<file path="src/rtl/mips_multicycle_controller_pkg.sv">
`default_nettype none
// +----------------------------------------------------------------------+
// | mips_multicycle_controller_pkg                                       |
// | Shared opcode, funct, ALUOp, ALU control and FSM state encodings.   |
// | Revision: 1.0 - initial release                                      |
// +----------------------------------------------------------------------+
package mips_multicycle_controller_pkg;

  localparam logic [5:0] C_OP_RTYPE = 6'b000000;
  localparam logic [5:0] C_OP_LW    = 6'b100011;
  localparam logic [5:0] C_OP_SW    = 6'b101011;
  localparam logic [5:0] C_OP_BEQ   = 6'b000100;
  localparam logic [5:0] C_OP_ADDI  = 6'b001000;
  localparam logic [5:0] C_OP_J     = 6'b000010;

  localparam logic [5:0] C_FN_ADD = 6'b100000;
  localparam logic [5:0] C_FN_SUB = 6'b100010;
  localparam logic [5:0] C_FN_AND = 6'b100100;
  localparam logic [5:0] C_FN_OR  = 6'b100101;
  localparam logic [5:0] C_FN_SLT = 6'b101010;

  localparam logic [1:0] C_ALUOP_ADD   = 2'b00;
  localparam logic [1:0] C_ALUOP_SUB   = 2'b01;
  localparam logic [1:0] C_ALUOP_FUNCT = 2'b10;

  localparam logic [3:0] C_ALU_AND = 4'b0000;
  localparam logic [3:0] C_ALU_OR  = 4'b0001;
  localparam logic [3:0] C_ALU_ADD = 4'b0010;
  localparam logic [3:0] C_ALU_SUB = 4'b0110;
  localparam logic [3:0] C_ALU_SLT = 4'b0111;

  typedef enum logic [3:0] {
    S_FETCH   = 4'd0,
    S_DECODE  = 4'd1,
    S_MEMADR  = 4'd2,
    S_MEMRD   = 4'd3,
    S_MEMWB   = 4'd4,
    S_MEMWR   = 4'd5,
    S_RTYPEEX = 4'd6,
    S_RTYPEWB = 4'd7,
    S_BEQEX   = 4'd8,
    S_ADDIEX  = 4'd9,
    S_ADDIWB  = 4'd10,
    S_JEX     = 4'd11
  } state_t;

endpackage
`default_nettype wire

</file>
<file path="src/rtl/mips_multicycle_controller_if.sv">
`default_nettype none
// +----------------------------------------------------------------------+
// | mips_multicycle_controller_if                                        |
// | Controller <-> datapath bundle: instruction fields in, controls out.|
// | Revision: 1.0 - initial release                                      |
// +----------------------------------------------------------------------+
interface mips_multicycle_controller_if;
  logic [5:0] op;
  logic [5:0] funct;
  logic       zero;
  logic       pcen;
  logic       memwrite;
  logic       irwrite;
  logic       regwrite;
  logic       alusrca;
  logic       iord;
  logic       memtoreg;
  logic       regdst;
  logic [1:0] alusrcb;
  logic [1:0] pcsrc;
  logic [3:0] alucontrol;

  modport master (
    input  op, funct, zero,
    output pcen, memwrite, irwrite, regwrite, alusrca, iord, memtoreg,
           regdst, alusrcb, pcsrc, alucontrol
  );

  modport slave (
    output op, funct, zero,
    input  pcen, memwrite, irwrite, regwrite, alusrca, iord, memtoreg,
           regdst, alusrcb, pcsrc, alucontrol
  );
endinterface
`default_nettype wire

</file>
<file path="src/rtl/mips_multicycle_controller_alu_decoder.sv">
`default_nettype none
// +----------------------------------------------------------------------+
// | mips_multicycle_controller_alu_decoder                               |
// | Maps ALUOp and the R-type funct field to the 4-bit ALU control code.|
// | Revision: 1.0 - initial release                                      |
// +----------------------------------------------------------------------+
module mips_multicycle_controller_alu_decoder
  import mips_multicycle_controller_pkg::*;
(
  input  wire logic [1:0] aluop,
  input  wire logic [5:0] funct,
  output logic      [3:0] alucontrol
);

  always_comb begin
    alucontrol = C_ALU_ADD;
    case (aluop)
      C_ALUOP_ADD: alucontrol = C_ALU_ADD;
      C_ALUOP_SUB: alucontrol = C_ALU_SUB;
      C_ALUOP_FUNCT: begin
        case (funct)
          C_FN_ADD: alucontrol = C_ALU_ADD;
          C_FN_SUB: alucontrol = C_ALU_SUB;
          C_FN_AND: alucontrol = C_ALU_AND;
          C_FN_OR:  alucontrol = C_ALU_OR;
          C_FN_SLT: alucontrol = C_ALU_SLT;
          default:  alucontrol = C_ALU_ADD;
        endcase
      end
      default: alucontrol = C_ALU_ADD;
    endcase
  end

endmodule
`default_nettype wire

</file>
<file path="src/rtl/mips_multicycle_controller.sv">
`default_nettype none
// +----------------------------------------------------------------------+
// | mips_multicycle_controller                                           |
// | Moore main-decoder FSM plus ALU decoder for the multicycle datapath.|
// | Revision: 1.0 - initial release                                      |
// +----------------------------------------------------------------------+
module mips_multicycle_controller
  import mips_multicycle_controller_pkg::*;
(
  input  wire logic                         clk,
  input  wire logic                         reset,
  mips_multicycle_controller_if.master      ctrl
);

  state_t     r_state;
  state_t     w_next_state;
  logic       w_pcwrite;
  logic       w_branch;
  logic [1:0] w_aluop;

  always_ff @(posedge clk) begin
    if (reset) r_state <= S_FETCH;
    else       r_state <= w_next_state;
  end

  always_comb begin
    w_next_state  = S_FETCH;
    w_pcwrite     = 1'b0;
    w_branch      = 1'b0;
    w_aluop       = C_ALUOP_ADD;
    ctrl.memwrite = 1'b0;
    ctrl.irwrite  = 1'b0;
    ctrl.regwrite = 1'b0;
    ctrl.alusrca  = 1'b0;
    ctrl.iord     = 1'b0;
    ctrl.memtoreg = 1'b0;
    ctrl.regdst   = 1'b0;
    ctrl.alusrcb  = 2'b00;
    ctrl.pcsrc    = 2'b00;
    case (r_state)
      S_FETCH: begin
        ctrl.irwrite = 1'b1;
        w_pcwrite    = 1'b1;
        ctrl.alusrcb = 2'b01;
        w_next_state = S_DECODE;
      end
      S_DECODE: begin
        // Branch target is precomputed here while the opcode is decoded
        ctrl.alusrcb = 2'b11;
        case (ctrl.op)
          C_OP_LW, C_OP_SW: w_next_state = S_MEMADR;
          C_OP_RTYPE:       w_next_state = S_RTYPEEX;
          C_OP_BEQ:         w_next_state = S_BEQEX;
          C_OP_ADDI:        w_next_state = S_ADDIEX;
          C_OP_J:           w_next_state = S_JEX;
          default:          w_next_state = S_FETCH;
        endcase
      end
      S_MEMADR: begin
        ctrl.alusrca = 1'b1;
        ctrl.alusrcb = 2'b10;
        w_next_state = (ctrl.op == C_OP_LW) ? S_MEMRD : S_MEMWR;
      end
      S_MEMRD: begin
        ctrl.iord    = 1'b1;
        w_next_state = S_MEMWB;
      end
      S_MEMWB: begin
        ctrl.memtoreg = 1'b1;
        ctrl.regwrite = 1'b1;
      end
      S_MEMWR: begin
        ctrl.iord     = 1'b1;
        ctrl.memwrite = 1'b1;
      end
      S_RTYPEEX: begin
        ctrl.alusrca = 1'b1;
        w_aluop      = C_ALUOP_FUNCT;
        w_next_state = S_RTYPEWB;
      end
      S_RTYPEWB: begin
        ctrl.regdst   = 1'b1;
        ctrl.regwrite = 1'b1;
      end
      S_BEQEX: begin
        ctrl.alusrca = 1'b1;
        w_aluop      = C_ALUOP_SUB;
        ctrl.pcsrc   = 2'b01;
        w_branch     = 1'b1;
      end
      S_ADDIEX: begin
        ctrl.alusrca = 1'b1;
        ctrl.alusrcb = 2'b10;
        w_next_state = S_ADDIWB;
      end
      S_ADDIWB: begin
        ctrl.regwrite = 1'b1;
      end
      S_JEX: begin
        ctrl.pcsrc = 2'b10;
        w_pcwrite  = 1'b1;
      end
      default: w_next_state = S_FETCH;
    endcase
  end

  assign ctrl.pcen = w_pcwrite | (w_branch & ctrl.zero);

  mips_multicycle_controller_alu_decoder u_alu_decoder (
    .aluop      (w_aluop),
    .funct      (ctrl.funct),
    .alucontrol (ctrl.alucontrol)
  );

endmodule
`default_nettype wire

</file>
<file path="src/flat_wrapper.sv">
// flat-port wrapper written by rule: the top's interface ports become plain ports
module mips_multicycle_controller_flat import mips_multicycle_controller_pkg::*;
  (clk, reset, ctrl_op, ctrl_funct, ctrl_zero, ctrl_pcen, ctrl_memwrite, ctrl_irwrite, ctrl_regwrite, ctrl_alusrca, ctrl_iord, ctrl_memtoreg, ctrl_regdst, ctrl_alusrcb, ctrl_pcsrc, ctrl_alucontrol);
  mips_multicycle_controller_if ctrl_i ();
  input  wire logic clk;
  input  wire logic reset;
  input wire logic [$bits(ctrl_i.op)-1:0] ctrl_op;
  input wire logic [$bits(ctrl_i.funct)-1:0] ctrl_funct;
  input wire logic [$bits(ctrl_i.zero)-1:0] ctrl_zero;
  output wire logic [$bits(ctrl_i.pcen)-1:0] ctrl_pcen;
  output wire logic [$bits(ctrl_i.memwrite)-1:0] ctrl_memwrite;
  output wire logic [$bits(ctrl_i.irwrite)-1:0] ctrl_irwrite;
  output wire logic [$bits(ctrl_i.regwrite)-1:0] ctrl_regwrite;
  output wire logic [$bits(ctrl_i.alusrca)-1:0] ctrl_alusrca;
  output wire logic [$bits(ctrl_i.iord)-1:0] ctrl_iord;
  output wire logic [$bits(ctrl_i.memtoreg)-1:0] ctrl_memtoreg;
  output wire logic [$bits(ctrl_i.regdst)-1:0] ctrl_regdst;
  output wire logic [$bits(ctrl_i.alusrcb)-1:0] ctrl_alusrcb;
  output wire logic [$bits(ctrl_i.pcsrc)-1:0] ctrl_pcsrc;
  output wire logic [$bits(ctrl_i.alucontrol)-1:0] ctrl_alucontrol;
  assign ctrl_i.op = ctrl_op;
  assign ctrl_i.funct = ctrl_funct;
  assign ctrl_i.zero = ctrl_zero;
  assign ctrl_pcen = ctrl_i.pcen;
  assign ctrl_memwrite = ctrl_i.memwrite;
  assign ctrl_irwrite = ctrl_i.irwrite;
  assign ctrl_regwrite = ctrl_i.regwrite;
  assign ctrl_alusrca = ctrl_i.alusrca;
  assign ctrl_iord = ctrl_i.iord;
  assign ctrl_memtoreg = ctrl_i.memtoreg;
  assign ctrl_regdst = ctrl_i.regdst;
  assign ctrl_alusrcb = ctrl_i.alusrcb;
  assign ctrl_pcsrc = ctrl_i.pcsrc;
  assign ctrl_alucontrol = ctrl_i.alucontrol;
  mips_multicycle_controller u_core (.clk(clk), .reset(reset), .ctrl(ctrl_i));
endmodule
</file>
<file path="config.mk">
export PLATFORM = sky130hd
export DESIGN_NAME = mips_multicycle_controller_flat
export DESIGN_NICKNAME = d
export VERILOG_FILES = /design/src/rtl/mips_multicycle_controller_pkg.sv /design/src/rtl/mips_multicycle_controller_if.sv /design/src/rtl/mips_multicycle_controller_alu_decoder.sv /design/src/rtl/mips_multicycle_controller.sv /design/src/flat_wrapper.sv
export SDC_FILE = /design/constraint.sdc
export NUM_CORES = 1
export LEC_CHECK = 0
export CORE_MARGIN = 5
export CORE_UTILIZATION = 38
export CTS_BUF_LIST = sky130_fd_sc_hd__clkbuf_2 sky130_fd_sc_hd__clkbuf_4 sky130_fd_sc_hd__clkbuf_8
export CTS_CLUSTER_DIAMETER = 40
export DETAILED_ROUTE_END_ITERATION = 7
export PLACE_DENSITY = 0.76
export REMOVE_ABC_BUFFERS = 1
export SLEW_MARGIN = 10
export SYNTH_ARGS = -nofsm -noshare
export SYNTH_HDL_FRONTEND = slang
export SYNTH_SLANG_ARGS = --single-unit
</file>
<file path="constraint.sdc">
create_clock -name clk -period 2.8 [get_ports clk]
set_input_delay 0.56 -clock clk [delete_from_list [all_inputs] [get_ports clk]]
set_output_delay 0.56 -clock clk [all_outputs]
set_load 0.005 [all_outputs]
</file>
# Word level (Yosys, flattened, before mapping)
# Index checks and enable logic that the tools add are counted.
dict set report totals {
  regBits 4
  in_bits 15
  output_inout_bits 16
  wordCells 50
}
dict set report op_classes {
  n_eq_ne 22
  mux 17
  bitwise 2
  reduce_logical 8
}
# operator n
set op_table {}
lappend op_table {{== test 6 bit (second input constant)} 6}
lappend op_table {{one-hot mux 4 bit (6 select lines)} 1}
lappend op_table {{one-hot mux 4 bit (5 select lines)} 1}
lappend op_table {{== test 4 x 3 -> 1 bit (second input constant)} 4}
lappend op_table {{== test 4 bit (second input constant)} 4}
lappend op_table {{one-hot mux 3 bit (4 select lines)} 1}
lappend op_table {{two-way mux 1 bit} 9}
lappend op_table {{== test 4 x 2 -> 1 bit (second input constant)} 2}
lappend op_table {{one-hot mux 2 bit (2 select lines)} 2}
lappend op_table {{OR reduction 2 bit} 4}
lappend op_table {{== test 6 x 2 -> 1 bit (second input constant)} 1}
lappend op_table {{== test 6 x 3 -> 1 bit (second input constant)} 1}
lappend op_table {{== test 6 x 4 -> 1 bit (second input constant)} 1}
lappend op_table {{logical NOT 6 bit} 1}
lappend op_table {{one-hot mux 2 bit (3 select lines)} 1}
lappend op_table {{one-hot mux 3 bit (2 select lines)} 1}
lappend op_table {{== test 4 x 1 -> 1 bit (second input constant)} 1}
lappend op_table {{logical NOT 4 bit} 1}
lappend op_table {{OR reduction 4 bit} 1}
lappend op_table {{two-way mux 3 bit} 1}
lappend op_table {{OR reduction 3 bit} 1}
lappend op_table {{== test 2 x 1 -> 1 bit (second input constant)} 1}
lappend op_table {{== test 2 bit (second input constant)} 1}
lappend op_table {{bitwise AND 1 bit} 1}
lappend op_table {{bitwise OR 1 bit} 1}

# Longest topological paths before layout
# Gate-level depths: netlist of the first run.
dict set report depth {
  word_depth 4
  depth_mapped 9
}

# Modules after synthesis
# A second synthesis of the first run with hierarchy kept.
dict set report hier_totals {
  cells_unflattened 85
  hier_area_um2 590.6
}
# mod n_inst cells_per_inst area_per_inst_um2
set modules_own_cells {}
lappend modules_own_cells {mips_multicycle_controller 1 68 460.4}
lappend modules_own_cells {mips_multicycle_controller_alu_decoder 1 17 130.1}

# Worst setup path after synthesis of the first run
# OpenSTA, ideal clock, no wires.
dict set report synth_path {
  path_type {reg2out}
  from {register u_core.r_state[2]}
  to {output port ctrl_alucontrol[0]}
  t_arrival_ns 1.633
  required_ns 2.240
  setup_slack_ns 0.607
  stages_incl_launch_ff 9
  path_buffers 2
  cell_sequence {dfxtp_1 -> buf_6 -> clkbuf_1 -> nand4_1 -> inv_1 -> ha_1 -> inv_1 -> nor4_1 -> a32o_1}
}
dict set report synth_between {
  elab_chain_cells 4
  elab_cells_between_ends 6
  cone_classes {4 x eq/ne; 2 x mux}
}
# element line
set synth_lines {}
lappend synth_lines {{from (decl)} mips_multicycle_controller.sv:15} ;# state_t r_state;
lappend synth_lines {{from (signal assigned)} mips_multicycle_controller.sv:23} ;# else r_state <= w_next_state;
lappend synth_lines {{== test 4 bit / == test 4 x 3 -> 1 bit (equally long branches)} mips_multicycle_controller.sv:40} ;# case (r_state)
lappend synth_lines {{one-hot mux 2 bit (2 select lines) *} mips_multicycle_controller.sv:40}
lappend synth_lines {{== test 2 bit / == test 2 x 1 -> 1 bit (equally long branches)} mips_multicycle_controller_alu_decoder.sv:17} ;# case (aluop)
lappend synth_lines {{one-hot mux 3 bit (2 select lines) *} mips_multicycle_controller_alu_decoder.sv:17}
lappend synth_lines {{to (decl)} flat_wrapper.sv:20} ;# output wire logic [$bits(ctrl_i.alucontrol)-1:0] ctrl_alucontrol;
# Every way passes the cells marked *; elsewhere a longest branch is shown, timed or not.

# Worst setup path in the final report of the first run
dict set report layout_path {
  from {input port ctrl_funct[4]}
  to {output port ctrl_alucontrol[0]}
}
dict set report layout_between {
  elab_chain_cells 3
  elab_cells_between_ends 6
  cone_classes {4 x eq/ne; 2 x mux}
}
# element line
set layout_lines {}
lappend layout_lines {{from (decl)} flat_wrapper.sv:8} ;# input wire logic [$bits(ctrl_i.funct)-1:0] ctrl_funct;
lappend layout_lines {{== test 6 bit} mips_multicycle_controller_alu_decoder.sv:21} ;# case (funct)
lappend layout_lines {{one-hot mux 3 bit (4 select lines) *} mips_multicycle_controller_alu_decoder.sv:21}
lappend layout_lines {{one-hot mux 3 bit (2 select lines) *} mips_multicycle_controller_alu_decoder.sv:17}
# Marks and branches as above.

==> impl_metrics.env, run 1 <==
export IMPL_status="finished, final reports clean"
export IMPL_final_hold_violation_count=0
export IMPL_cts_buffers=3
export IMPL_cap_viol_max_count=0
export IMPL_p_sw_uw=55.5
export IMPL_dp_hpwl_mm=1.28
export IMPL_cts_tree="done"
export IMPL_cp_common_cell="clkdlybuf4s50_1"
export IMPL_cp_buffers_inverters=2
export IMPL_path_delay_family="buffers and inverters"
export IMPL_synth_cell_types=33
export IMPL_ys_warn_count=0
export IMPL_rows=13
export IMPL_grt_pass1_wl_mm=2.53
export IMPL_clk_pin_slew_worst_paths_ns=0.04
export IMPL_worst_pin_slew_ns=0.487
export IMPL_area_growth_pct=72.2
export IMPL_syn_area_per_cell_um2=6.61
export IMPL_initial_core_util=0.406
export IMPL_grt_ovfl_total=0
export IMPL_pwr_share_seq=0.308
export IMPL_vias=688
export IMPL_final_setup_viol_count=0
export IMPL_core_um2=1320
export IMPL_crit_chain="clkdlybuf4s50_1 -> nand2b_1 -> nor4b_2 -> a32o_1 -> clkdlybuf4s50_1"
export IMPL_cp_arrival_ns=2.13
export IMPL_hold_path_class="reg2reg"
export IMPL_htree_levels=1
export IMPL_period_minus_slack_ns=2.69
export IMPL_dieArea_um2=2260
export IMPL_final_max_slew_viol_count=0
export IMPL_drcViolationCount=0
export IMPL_yosysSeqAreaShare=0.150
export IMPL_ios=31
export IMPL_drive_above_1_share=0.167
export IMPL_setup_worst_path_start="ctrl_funct[4]"
export IMPL_fin_crit_sh=0.960
export IMPL_power_uw=204
export IMPL_synth_seq_cells=4
export IMPL_final_util=0.700
export IMPL_finClkSkew_ns=0.00611
export IMPL_crit_fanout=2
export IMPL_clk_latency_ns=0.24
export IMPL_syn_area_um2=536
export IMPL_portBuffers=29
export IMPL_first_pass_iters=4
export IMPL_grt_pass1_vias=631
export IMPL_tns_ns=0
export IMPL_min_from="u_core.r_state[2]"
export IMPL_routed_via_density=5.33
export IMPL_crit_required_ns=2.24
export IMPL_cts_hold_buf=0
export IMPL_synthFlopType="dfxtp_1"
export IMPL_wl_per_cell_um=12.9
export IMPL_synth_edf_count=0
export IMPL_p_int_uw=148
export IMPL_die_height_um=47.5
export IMPL_die_w_um=47.5
export IMPL_grt_max_degree=14
export IMPL_vdd_ir_drop_worst_uv=383
export IMPL_postRouteAntennaNets=0
export IMPL_yosysTopAreaCell="dfxtp_1"
export IMPL_power_density_nw_per_um2=221
export IMPL_place_congestion=0.741
export IMPL_pwr_share_clk=0.361
export IMPL_critPathCaptureType="output pin"
export IMPL_r2r_start="u_core.r_state[1]"
export IMPL_drt_iter0_markers=9
export IMPL_pwr_share_comb=0.331
export IMPL_netlist_instances=81
export IMPL_antenna_found_initial=0
export IMPL_cts_sinks=4
export IMPL_clock_fmax_mhz=372
export IMPL_async_flop_share=0
export IMPL_clk_path_buf_depth=2
export IMPL_wl_mm=1.67
export IMPL_finalNetCount=134
export IMPL_cp_slowest_cell="clkdlybuf4s50_1"
export IMPL_slowest_delay_ns=0.50
export IMPL_largest_reg_flops=4
export IMPL_cp_start_kind="primary input"
export IMPL_synth_area_top_cells="dfxtp_1 (15%), nor2_1 (7.7%), ha_1 (7.0%), nand2b_1 (5.8%), a21oi_1 (5.6%)"
export IMPL_cellLeakagePower_nw=0.363
export IMPL_synth_top_area_frac=0.150
export IMPL_slew_headroom=0.672
export IMPL_crit_type="in2out"
export IMPL_cts_root_buf="clkbuf_4"
export IMPL_antenna_cells=0
export IMPL_switching_share=0.272
export IMPL_top_register="u_core.r_state"
export IMPL_top_regs="u_core.r_state (4)"
export IMPL_grtUsageTotal=0.153
## logic make-up after synthesis
logic type / count (synthesis) / share of synthesized area
and+or+nand+nor: 39 / 0.381
other: 1 / 0.00700
buffers and inverters: 12 / 0.105
AOI/OAI and AO/OA: 19 / 0.236
adders and majority gates: 3 / 0.0701
muxes: 1 / 0.0187
xor gates and xnor gates: 2 / 0.0327
DFF: 4 / 0.150
## worst min-delay path: cells and delay by family (launching register included)
kind	cells	cell delay (ns)
buffers and inverters	1	0.20
AOI/OAI and AO/OA	1	0.11
DFF	1	0.36
## per-layer routing
metal / vias up / routed length, um / global-route usage
met1: 306 / 687 / 0.169
met3: 0 / 154 / 0.0489
met5: - / 0 / 0
met4: 0 / 0 / 0.0161
li1: 356 / - / -
met2: 26 / 824 / 0.294
## power groups by stage
| stage | registers [mW] | logic, mW | clock network [mW] |
|---|---|---|---|
| finish | 0.0629 | 0.0674 | 0.0735 |
| global route | 0.0633 | 0.0732 | 0.0826 |
| CTS | 0.0625 | 0.0650 | 0.0753 |
| detailed placement | 0.0634 | 0.0632 | 0 |
| global placement | 0.0633 | 0.0626 | 0 |
| floorplan | 0.0639 | 0.0212 | 0 |
## layout by cell type (no fill, tap or decap), types with 2 or more instances in the layout
cell             synthesis  layout
a21o_1                   2       2
a21oi_1                  6       6
buf_4                    1       7
clkbuf_4                 0       3
clkdlybuf4s50_1          0      28
dfxtp_1                  4       2
dfxtp_2                  0       2
ha_1                     3       2
inv_1                    4       4
inv_2                    2       2
nand2_1                  3       3
nand2b_1                 5       4
nand3_1                  4       4
nor2_1                  11      11
nor3_1                   6       6
nor4_1                   4       3
o21ai_1                  3       3
or4_1                    2       2
## stage by stage
step	setup slack (ns)	std cells	instance area [um2]	hold slack, ns
finish	0.111	129	922	0.709
global placement	0.0937	124	848	0.667
global route	-0.0203	129	922	0.732
CTS	0.00550	127	893	0.732
floorplan	0.646	75	502	0.628
detailed placement	0.0508	124	848	0.662
## cell usage after synthesis, drive strengths merged (2+ instances only)
cell,count
a21o,2
a21oi,6
buf,3
clkbuf,3
dfxtp,4
ha,3
inv,6
nand2,3
nand2b,5
nand3,4
nor2,11
nor3,6
nor4,4
nor4b,2
o21ai,4
or4,2
## final cells by class
cell class / instances / area [um2]
multi-input combinational: 65 / 430
timing repair buffer: 36 / 345
inverter: 6 / 22.5
sequential: 4 / 82.6
clock buffer: 3 / 22.5
fill: 117 / 395
tap: 15 / 18.8
## final timing paths
check / endpoint / slack (ns) / depth (start not counted)
hold reg to reg: u_core.r_state[0] / 0.71 / 2
setup reg to reg: u_core.r_state[2] / 0.86 / 5
hold / removal: u_core.r_state[0] / 0.71 / 2
setup / recovery: ctrl_alucontrol[0] / 0.11 / 5
## what timing repair did
| action | in CTS | in global routing |
|---|---|---|
| setup endpoints to repair | 2 | 2 |
| pin swaps | 0 | 1 |
| hold endpoints to repair | 0 | 0 |
| setup buffers | 0 | 2 |
| gates cloned | 0 | 0 |
| resized for setup | 3 | 5 |
(Power assumes the default switching activity.)
==> run 2: changes to the inputs <==
- CORE_MARGIN: 5 -> unset
==> impl_metrics.env, run 2 (synthesized netlist as in run 1, its figures left out) <==
export IMPL_dp_hpwl_mm=1.17
export IMPL_cellLeakagePower_nw=0.342
export IMPL_initial_core_util=0.412
export IMPL_postLayoutCellArea_um2=910
export IMPL_postRouteAntennaNets=0
export IMPL_r2r_cells=5
export IMPL_wl_mm=1.59
export IMPL_setup_ws_ns=0.0702
export IMPL_hold_path_class="reg2reg"
export IMPL_portBuffers=29
export IMPL_place_area_um2=841
export IMPL_drcViolationCount=0
export IMPL_rows=13
export IMPL_finalNetCount=133
export IMPL_post_place_cells=123
export IMPL_cp_arrival_ns=2.17
export IMPL_grt_max_degree=14
export IMPL_grt_pass1_vias=536
export IMPL_layout_commonest_cell="clkdlybuf4s50_1"
export IMPL_final_instance_count_excl_fill=128
export IMPL_slowest_delay_ns=0.49
export IMPL_tns_ns=0
export IMPL_min_to="u_core.r_state[2]"
export IMPL_clk_path_buf_depth=2
export IMPL_drt_iter0_markers=14
export IMPL_clock_fmax_mhz=366
export IMPL_cp_common_cell="clkdlybuf4s50_1"
export IMPL_cp_buffers_inverters=2
export IMPL_cts_root_buf="clkbuf_4"
export IMPL_grtUsageTotal=0.208
export IMPL_crit_fanout=2
export IMPL_clk_latency_ns=0.24
export IMPL_cts_hold_buf=0
export IMPL_r2r_end="u_core.r_state[2]"
export IMPL_power_density_nw_per_um2=224
export IMPL_largest_reg_flops=4
export IMPL_antenna_found_initial=0
export IMPL_htree_levels=1
export IMPL_first_pass_iters=4
export IMPL_place_congestion=0.786
export IMPL_finClkSkew_ns=0.00632
export IMPL_holdPathStages=3
export IMPL_min_from="u_core.r_state[1]"
export IMPL_r2r_start="u_core.r_state[1]"
export IMPL_core_um2=1300
export IMPL_clk_pin_slew_worst_paths_ns=0.04
export IMPL_area_growth_pct=69.9
export IMPL_vias=698
export IMPL_cts_sinks=4
export IMPL_antenna_cells=0
export IMPL_pre_cts_ws_ns=0.0642
export IMPL_setup_worst_path_start="ctrl_funct[4]"
export IMPL_crit_required_ns=2.24
export IMPL_path_delay_family="buffers and inverters"
export IMPL_cp_start_kind="primary input"
export IMPL_cap_viol_max_count=0
export IMPL_fillers=123
export IMPL_crit_cells=5
export IMPL_routed_via_density=5.45
export IMPL_final_util=0.699
export IMPL_fin_crit_sh=0.975
export IMPL_cts_tree="done"
export IMPL_layout_common_cells="clkdlybuf4s50_1 (29), nor2_1 (11), nor3_1 (6), a21oi_1 (6), buf_4 (6)"
export IMPL_cts_buffers=3
export IMPL_crit_type="in2out"
export IMPL_grt_pass1_wl_mm=2.24
export IMPL_critPathCaptureType="output pin"
export IMPL_vdd_ir_drop_worst_uv=262
export IMPL_die_height_um=39.5
export IMPL_cp_slowest_cell="clkdlybuf4s50_1"
export IMPL_period_minus_slack_ns=2.73
export IMPL_drive_above_1_share=0.150
export IMPL_die_w_um=39.5
export IMPL_top_regs="u_core.r_state (4)"
export IMPL_r2r_setup_slack_ns=0.84
export IMPL_crit_chain="clkdlybuf4s50_1 -> nand2b_1 -> nor4b_2 -> a32o_1 -> clkdlybuf4s50_1"
export IMPL_top_register="u_core.r_state"
export IMPL_wl_per_cell_um=12.4
export IMPL_dieArea_um2=1560
export IMPL_final_max_slew_viol_count=0
export IMPL_final_hold_violation_count=0
export IMPL_final_setup_viol_count=0
export IMPL_grt_ovfl_total=0
export IMPL_ios=31
export IMPL_status="finished, final reports clean"
[run 2: changes by cell type in the layout (fill, tap and decap cells not counted), sizes merged]
| cell | before | now |
|---|---|---|
| clkdlybuf4s50 | 28 | 29 |
| dlymetal6s2s | 1 | 0 |
| buf | 7 | 6 |
[run 2: final cells by class]
cell class                 count  area (um2)  share of cell area
clock buffer                   3        22.5              0.0248
inverter                       6        22.5              0.0248
multi-input combinational     65         428               0.470
sequential                     4        82.6              0.0908
tap                           15        18.8              0.0206
timing repair buffer          35         335               0.369
[run 2: report_power, final]
group	switching (mW)	internal, mW	total, mW	leakage [nW]
registers	0.00371	0.0594	0.0631	0.0333
logic	0.0268	0.0407	0.0675	0.295
clock network	0.0253	0.0481	0.0734	0.0138
total	0.0558	0.148	0.204	0.342
[run 2: how the worst max path moves through the flow]
stage	to
2_1_floorplan	ctrl_alucontrol[0]
3_3_place_gp	ctrl_alucontrol[0]
3_5_place_dp	ctrl_alucontrol[0]
4_1_cts	ctrl_alucontrol[2]
5_1_grt	ctrl_alucontrol[0]
6_report	ctrl_alucontrol[0]
[run 2: worst register-to-register path: cells and delay by family (launching register included)]
kind / cells / cell delay, ns
compound gates: 1 / 0.17
flops: 1 / 0.35
buf+inv: 1 / 0.19
simple gates: 3 / 1.18
[run 2: timing repair]
| item | 4_1_cts | 5_1_grt |
|---|---|---|
| pin swaps | 0 | 1 |
| buffers inserted | 0 | 2 |
| endpoints found under the setup margin | 2 | 2 |
| gates resized for setup | 1 | 5 |
[run 2: stage by stage]
step,total power [mW],hold WS [ns]
finish,0.204,0.627
global route,0.217,0.660
CTS,0.202,0.638
detailed placement,0.127,0.635
global placement,0.126,0.619
floorplan,0.0852,0.628
[run 2: layer usage]
layer | up-vias | GRT usage | wire [um]
li1 | 357 | - | -
met1 | 311 | 0.243 | 663
met2 | 30 | 0.377 | 827
met3 | 0 | 0.0739 | 101
met4 | 0 | 0 | 0
met5 | - | 0 | 0
